### src/rtl/cmp_pkg.sv
// Shared definitions for the bit-serial magnitude comparator.
//   state_t     : controller states (IDLE, RUN, DONE)
//   result_t    : packed {eq, gt, lt} result word
//   EQ / GT / LT: one-hot result encodings so consumers decode flags uniformly
package cmp_pkg;

   typedef enum logic [1:0] {
      IDLE = 2'd0,
      RUN  = 2'd1,
      DONE = 2'd2
   } state_t;

   // Bit order is {eq, gt, lt}
   typedef logic [2:0] result_t;

   localparam result_t EQ = 3'b100;
   localparam result_t GT = 3'b010;
   localparam result_t LT = 3'b001;

endpackage

### src/rtl/bit_cmp_cell.sv
// Single-bit magnitude compare cell (combinational).
//   bit_a, bit_b : one bit of each operand
//   invert       : swap the gt/lt sense (used for the two's-complement sign bit)
//   bit_gt       : A bit ranks above B bit
//   bit_lt       : A bit ranks below B bit
//   bit_eq       : bits are identical
module bit_cmp_cell (
   input  logic bit_a,
   input  logic bit_b,
   input  logic invert,
   output logic bit_gt,
   output logic bit_lt,
   output logic bit_eq
);

   logic a_hi_b_lo;
   logic a_lo_b_hi;

   always_comb begin
      a_hi_b_lo = bit_a & ~bit_b;
      a_lo_b_hi = ~bit_a & bit_b;
      bit_eq    = ~(bit_a ^ bit_b);
      // A set sign bit marks a negative value, so a 1 on A ranks lower.
      bit_gt    = invert ? a_lo_b_hi : a_hi_b_lo;
      bit_lt    = invert ? a_hi_b_lo : a_lo_b_hi;
   end

endmodule

### src/rtl/serial_mag_comparator.sv
// Bit-serial MSB-first magnitude comparator with early termination.
//   clk, rst_n : clock and synchronous active-low reset
//   start      : request a compare (accepted only when idle)
//   sgn        : 1 = two's-complement compare, 0 = unsigned (latched on start)
//   a, b       : operands (latched on start)
//   busy       : compare in progress or result being presented
//   done       : one-cycle pulse when a result has just been loaded
//   eq, gt, lt : registered result of the last completed compare
module serial_mag_comparator
   import cmp_pkg::*;
#(
   parameter int WIDTH = 8
) (
   input  logic             clk,
   input  logic             rst_n,
   input  logic             start,
   input  logic             sgn,
   input  logic [WIDTH-1:0] a,
   input  logic [WIDTH-1:0] b,
   output logic             busy,
   output logic             done,
   output logic             eq,
   output logic             gt,
   output logic             lt
);

   localparam int IDX_W = $clog2(WIDTH);
   localparam logic [IDX_W-1:0] MSB_IDX = IDX_W'(WIDTH - 1);

   state_t           state, state_nx;
   logic [WIDTH-1:0] a_q, b_q;
   logic             sgn_q;
   logic [IDX_W-1:0] idx, idx_nx;
   result_t          res_q, res_nx;
   logic             load_ops;
   logic             load_res;

   logic cur_a, cur_b, cur_inv;
   logic bit_gt, bit_lt, bit_eq;

   always_comb begin
      cur_a   = a_q[idx];
      cur_b   = b_q[idx];
      cur_inv = sgn_q & (idx == MSB_IDX);
   end

   bit_cmp_cell u_cell (
      .bit_a  (cur_a),
      .bit_b  (cur_b),
      .invert (cur_inv),
      .bit_gt (bit_gt),
      .bit_lt (bit_lt),
      .bit_eq (bit_eq)
   );

   always_ff @(posedge clk) begin
      if (!rst_n) begin
         state <= IDLE;
         a_q   <= '0;
         b_q   <= '0;
         sgn_q <= 1'b0;
         idx   <= '0;
         res_q <= '0;
      end else begin
         state <= state_nx;
         idx   <= idx_nx;
         if (load_ops) begin
            a_q   <= a;
            b_q   <= b;
            sgn_q <= sgn;
         end
         if (load_res) begin
            res_q <= res_nx;
         end
      end
   end

   always_comb begin
      state_nx = state;
      idx_nx   = idx;
      res_nx   = res_q;
      load_ops = 1'b0;
      load_res = 1'b0;
      unique case (state)
         IDLE: begin
            if (start) begin
               load_ops = 1'b1;
               idx_nx   = MSB_IDX;
               state_nx = RUN;
            end
         end
         RUN: begin
            if (!bit_eq) begin
               load_res = 1'b1;
               res_nx   = bit_gt ? GT : LT;
               state_nx = DONE;
            end else if (idx == '0) begin
               load_res = 1'b1;
               res_nx   = EQ;
               state_nx = DONE;
            end else begin
               idx_nx = idx - 1'b1;
            end
         end
         DONE: begin
            state_nx = IDLE;
         end
         default: begin
            state_nx = IDLE;
         end
      endcase
   end

   always_comb begin
      busy = (state != IDLE);
      done = (state == DONE);
      eq   = res_q[2];
      gt   = res_q[1];
      lt   = res_q[0];
   end

endmodule
### config.mk
export PLATFORM = sky130hd
export DESIGN_NAME = serial_mag_comparator
export DESIGN_NICKNAME = d
export VERILOG_FILES = /design/src/rtl/cmp_pkg.sv /design/src/rtl/bit_cmp_cell.sv /design/src/rtl/serial_mag_comparator.sv
export SDC_FILE = /design/constraint.sdc
export NUM_CORES = 1
export LEC_CHECK = 0
export CELL_PAD_IN_SITES_DETAIL_PLACEMENT = 1
export CELL_PAD_IN_SITES_GLOBAL_PLACEMENT = 1
export CORE_ASPECT_RATIO = 0.6
export CORE_MARGIN = 2
export CORE_UTILIZATION = 49
export CTS_BUF_LIST = sky130_fd_sc_hd__clkbuf_4 sky130_fd_sc_hd__clkbuf_8
export CTS_CLUSTER_SIZE = 12
export DETAILED_ROUTE_END_ITERATION = 10
export DONT_BUFFER_PORTS = 1
export GPL_ROUTABILITY_DRIVEN = 0
export GPL_TIMING_DRIVEN = 0
export PLACE_DENSITY_LB_ADDON = 0.3
export SLEW_MARGIN = 0
export SYNTH_ARGS = -nofsm -noshare
export SYNTH_HDL_FRONTEND = slang
export SYNTH_HIERARCHICAL = 1
export SYNTH_SLANG_ARGS = --single-unit
### constraint.sdc
create_clock -name clk -period 3 [get_ports clk]
set_input_delay 0.6 -clock clk [delete_from_list [all_inputs] [get_ports clk]]
set_output_delay 0.6 -clock clk [all_outputs]
set_load 0.05 [all_outputs]
* After elaboration in Yosys (flattened, before gate mapping)
Index checks and enable logic that the tools add are counted. Widths: inputs -> output; s select.
Word-level totals: bits of input ports 20, output and inout port bits 5, flip-flop bits (word level) 25, word-level logic and storage cells 50
Cells by class: $add $sub $neg 1, bitwise gates (word level) 6, multiplexer cells 21, reductions and logical operators 8, magnitude comparators 1, equal/unequal tests 7
Operators by type and width (number):
- $mux 3 | 5
- $mux 1 | 8
- $mux 2 | 4
- $bmux 1 s3 | 2
- $ne 2x2->1 const B | 3
- $pmux 3 s2 | 1
- $reduce_bool 2->1 | 3
- $lt 3x4->1 const B | 1
- $pmux 2 s2 | 1
- $reduce_and 4->1 | 1
- $and 1x1->1 | 3
- $eq 3x3->1 const B | 1
- $logic_not 3->1 | 1
- $ne 3x3->1 const B | 1
- $reduce_and 3->1 | 1
- $sub 3x1->3 const B | 1
- $eq 2x1->1 const B | 1
- $eq 2x2->1 const B | 1
- $logic_not 2->1 | 1
- $not 1->1 | 2
- $reduce_and 2->1 | 1
- $xor 1x1->1 | 1

* Depth between registers and ports, before layout
depth in word-level cells 7, gate-level depth with buffers 10, depth with buffers taken out 9

* Modules after synthesis
The synthesis kept the hierarchy.
Modules (own cells, without submodules):
- serial_mag_comparator | cells each 134, sequential area each 500.5 um^2, area each 1223.7 um^2, times used 1
- bit_cmp_cell | cells each 6, sequential area each 0.0 um^2, area each 55.1 um^2, times used 1

* Worst setup path after synthesis
Ideal clock, no wire load.
kind flip-flop to flip-flop, start register idx[0], end register idx[0], cell stages (with the launch flop) 9, data required time 2.878 ns, period minus slack after synthesis 2.138 ns, arrival 2.016 ns, library setup time 0.122 ns, setup slack 0.862 ns, cells stage by stage dfxtp_1 -> buf_2 -> mux4_2 -> nand2_1 -> nand2_1 -> ha_1 -> clkbuf_1 -> nand2_1 -> o311a_1
Between the ends: word-level cells in the longest chain between the ends 5, elaborated cells between the ends (all ways) 13
RTL lines:
- start: declaration | line serial_mag_comparator.sv:33 | logic [IDX_W-1:0] idx, idx_nx;
- start signal: assignment | line serial_mag_comparator.sv:66 | idx <= idx_nx;
- $bmux 1 s3 | line serial_mag_comparator.sv:43 | cur_b = b_q[idx];
- $mux 1 (not written as such) | line serial_mag_comparator.sv:43
- net cur_b | line serial_mag_comparator.sv:38 | logic cur_a, cur_b, cur_inv;
- $xor 1x1->1 | line bit_cmp_cell.sv:22 | bit_eq = ~(bit_a ^ bit_b);
- $ne 2x2->1 (no source line)
- $reduce_and 4->1 (no source line)
The timed path passes the listed nets, and every way through them passes these cells. The select of a mux whose other input is x is not followed. A chain may end at the register's enable or synchronous reset.

* Worst setup path in the final report
start register idx[0], end register res_q[0]
Between the ends: word-level cells in the longest chain between the ends 7, elaborated cells between the ends (all ways) 20
RTL lines:
- $bmux 1 s3 * | line serial_mag_comparator.sv:42 | cur_a = a_q[idx];
- $mux 1 (not written as such) * | line serial_mag_comparator.sv:42
- net cur_a | line serial_mag_comparator.sv:38
- $not 1->1 | line bit_cmp_cell.sv:21 | a_lo_b_hi = ~bit_a & bit_b;
- $and 1x1->1 | line bit_cmp_cell.sv:21
- $mux 1 | line bit_cmp_cell.sv:24 | bit_gt = invert ? a_lo_b_hi : a_hi_b_lo;
- $mux 2 | line serial_mag_comparator.sv:95 | res_nx = bit_gt ? GT : LT;
- $mux 3 | line serial_mag_comparator.sv:93 | if (!bit_eq) begin
- end signal: assignment | line serial_mag_comparator.sv:73 | res_q <= res_nx;
- end: declaration | line serial_mag_comparator.sv:34 | result_t res_q, res_nx;
Mark *: on every way through the listed nets, which the timed path passes. The rest lies on a longest branch. The select of a mux whose other input is x is not followed.

==> metrics.txt <==
worst hold stages 2; HPWL after DPL 2180 um; Critical Path Max Stage Delay between 0.5 and 0.6 ns; Max Root-Sink Buffers 2; CP Launch Type flip-flop; Top Usage Layer GRT met2; GR Overflow Total 0; CTS root buffer clkbuf_8; RR Startpoint idx[0]; maxcap violations 0; worst rel slew slack 0.378; layout cells sized above 1 0.140; post-CTS resize count 0; status finished clean; fin. max-slew vios 0; Fmax 402 MHz; DRC violations left 0; Filler cells between 300 and 400; TritonCTS Sinks 25; crit path cell chain buf_2 > mux4_2 > nand2_1 > nand2_1 > inv_1 > ha_1 > clkbuf_1 > nor3b_1 > a22oi_1 > a21boi_0; Pre-Repair DR Iteration Count 4; Core ar. 2490 um^2; crit-path max FO 10; Die ar. 3020 um^2; HP Start a_q[3]; largest net degree at the start of global routing 14; Clock Skew 0.00167 ns; Setup Slack @ Placement 0.538 ns; data required time of the worst path 3.19 ns; Clk pin slew, worst setup/hold paths around 0.080 ns; I/O Pins 25; GR Util met3 0.0628; Die Span Y 43.4 um; DR WL/cell ~16 um; syn_area_per_cell 9.12 um^2; Inserted Diodes 0; total CTS buffers 3; Synth Instances 139; Critical path origin idx[0]; PD cells ~620 nW/um^2; Synth Net Count 164; Min-Delay Path Class flip-flop to flip-flop; worst skew pair latency 0.26 ns; GRT met2 Usage 0.344; Starting DRT DRC Count between 50 and 60; Die Width around 70 um; vias in the first global route ~960; layout net count between 150 and 200; RSZ-0062 raised after global routing false; Post-CTS Setup Bufs 0; GRT Total Usage 0.204; CP dominant cell by count nand2_1; Post-DRT Antenna Nets 0; CTS tree yes; Final Hold Slack 0.459 ns; fin worst setup slack 0.514 ns; Worst R2R Path Depth 10; vias 959; Setup crit end kind flip-flop; Worst EP arrival about 2.7 ns; r2r setup slk 0.51 ns; VDD IR-drop max 376 uV; row count 14; Post-Syn Area 1270 um^2; M1 GR Usage 0.269; Setup CP Type flip-flop to flip-flop; worst r2r dst res_q[0]; # hold bufs at CTS 0; Final period util 0.829; Hold Path Sink a_q[3]; crit path time final 2.49 ns; area added between synthesis and finish 7.01%; crit path max-delay cell type mux4_2; Worst Tran Pin Value ~0.93 ns; final setup fails 0; synth warn 6; Hold Vio Cnt, Final 0; first-pass GRT wire length between 4000 and 5000 um; TNS Setup 0 ns; Port Buf Inserts 0; Pleak 0.536 nW; drt via density 5.48; Routed Wire Length around 2800 um; initial antenna violation count 0; Starting Density 0.510; H-tree depth 1
==> worst max path at each step <==
stage	end	slack, ns	cells after the start
2_1_floorplan	idx[0]	0.86	8
3_3_place_gp	idx[0]	0.62	8
5_1_grt	res_q[0]	0.29	10
3_5_place_dp	res_q[0]	0.54	10
6_report	res_q[0]	0.51	10
4_1_cts	res_q[0]	0.52	10
==> critical path, delay by kind of cell, from the launching register on <==
family	cells	cell delay (ns)
and+or+nand+nor	3	0.50
DFF	1	0.34
adders and majority gates	1	0.22
muxes	1	0.53
buffers and inverters	3	0.51
AOI/OAI and AO/OA	2	0.33
==> metrics by stage <==
stage | utilization | area [um^2] | power (W) | cells
floorplan | - | 1270 | 0.000590 | 139
global placement | 0.526 | 1310 | 0.000628 | 171
detailed placement | 0.526 | 1310 | 0.000642 | 171
CTS | 0.545 | 1360 | 0.000847 | 175
global route | 0.545 | 1360 | 0.000896 | 175
finish | 0.545 | 1360 | 0.000844 | 175
==> area by class of cell <==
cell class,instances,area (um^2),area share
sequential,25,500,0.369
tap,32,40.0,0.0295
buffer,10,71.3,0.0526
clock buffer,4,48.8,0.0360
inverter,5,18.8,0.0138
multi-input combinational,99,677,0.499
==> metal layers <==
layer | wire [um] | vias to the layer above
met2 | 1290 | 23
met3 | 139 | 2
li1 | - | 485
met5 | 0 | -
met4 | 14 | 0
met1 | 1390 | 449
==> sequential cells by signal, indices dropped and copies added, names as in the netlist <==
name   count
res_q      3
a_q        8
sgn_q      1
idx        3
state      2
b_q        8
==> placed cells by master (no fill, tap or decap) <==
master,n
ha_1,5
mux2_2,1
a31oi_1,1
nor3_1,1
a21boi_0,9
nand2_1,42
o21ai_0,1
o221a_2,1
or3b_1,1
a311oi_1,1
dfxtp_1,25
nand2b_1,2
a21boi_1,10
a311o_1,1
and3_1,2
o311a_1,2
clkbuf_1,3
nor2_1,1
nand3_1,2
nor3b_1,2
and4_1,1
buf_6,4
a22oi_1,2
nor2b_1,3
nor3b_4,1
or2_2,1
mux4_2,4
clkbuf_8,3
buf_2,3
o21ba_2,1
nand4_1,1
inv_1,5
clkbuf_4,1
==> power by group <==
group / leakage, nW / internal, W / switching (W) / total, W
sequential: 0.206 / 0.000365 / 0.0000353 / 0.000401
clock: 0.0262 / 0.000104 / 0.000102 / 0.000206
combinational: 0.304 / 0.0000946 / 0.000142 / 0.000237
total: 0.536 / 0.000564 / 0.000279 / 0.000844
Note: power is estimated with default switching activity, not from simulation.
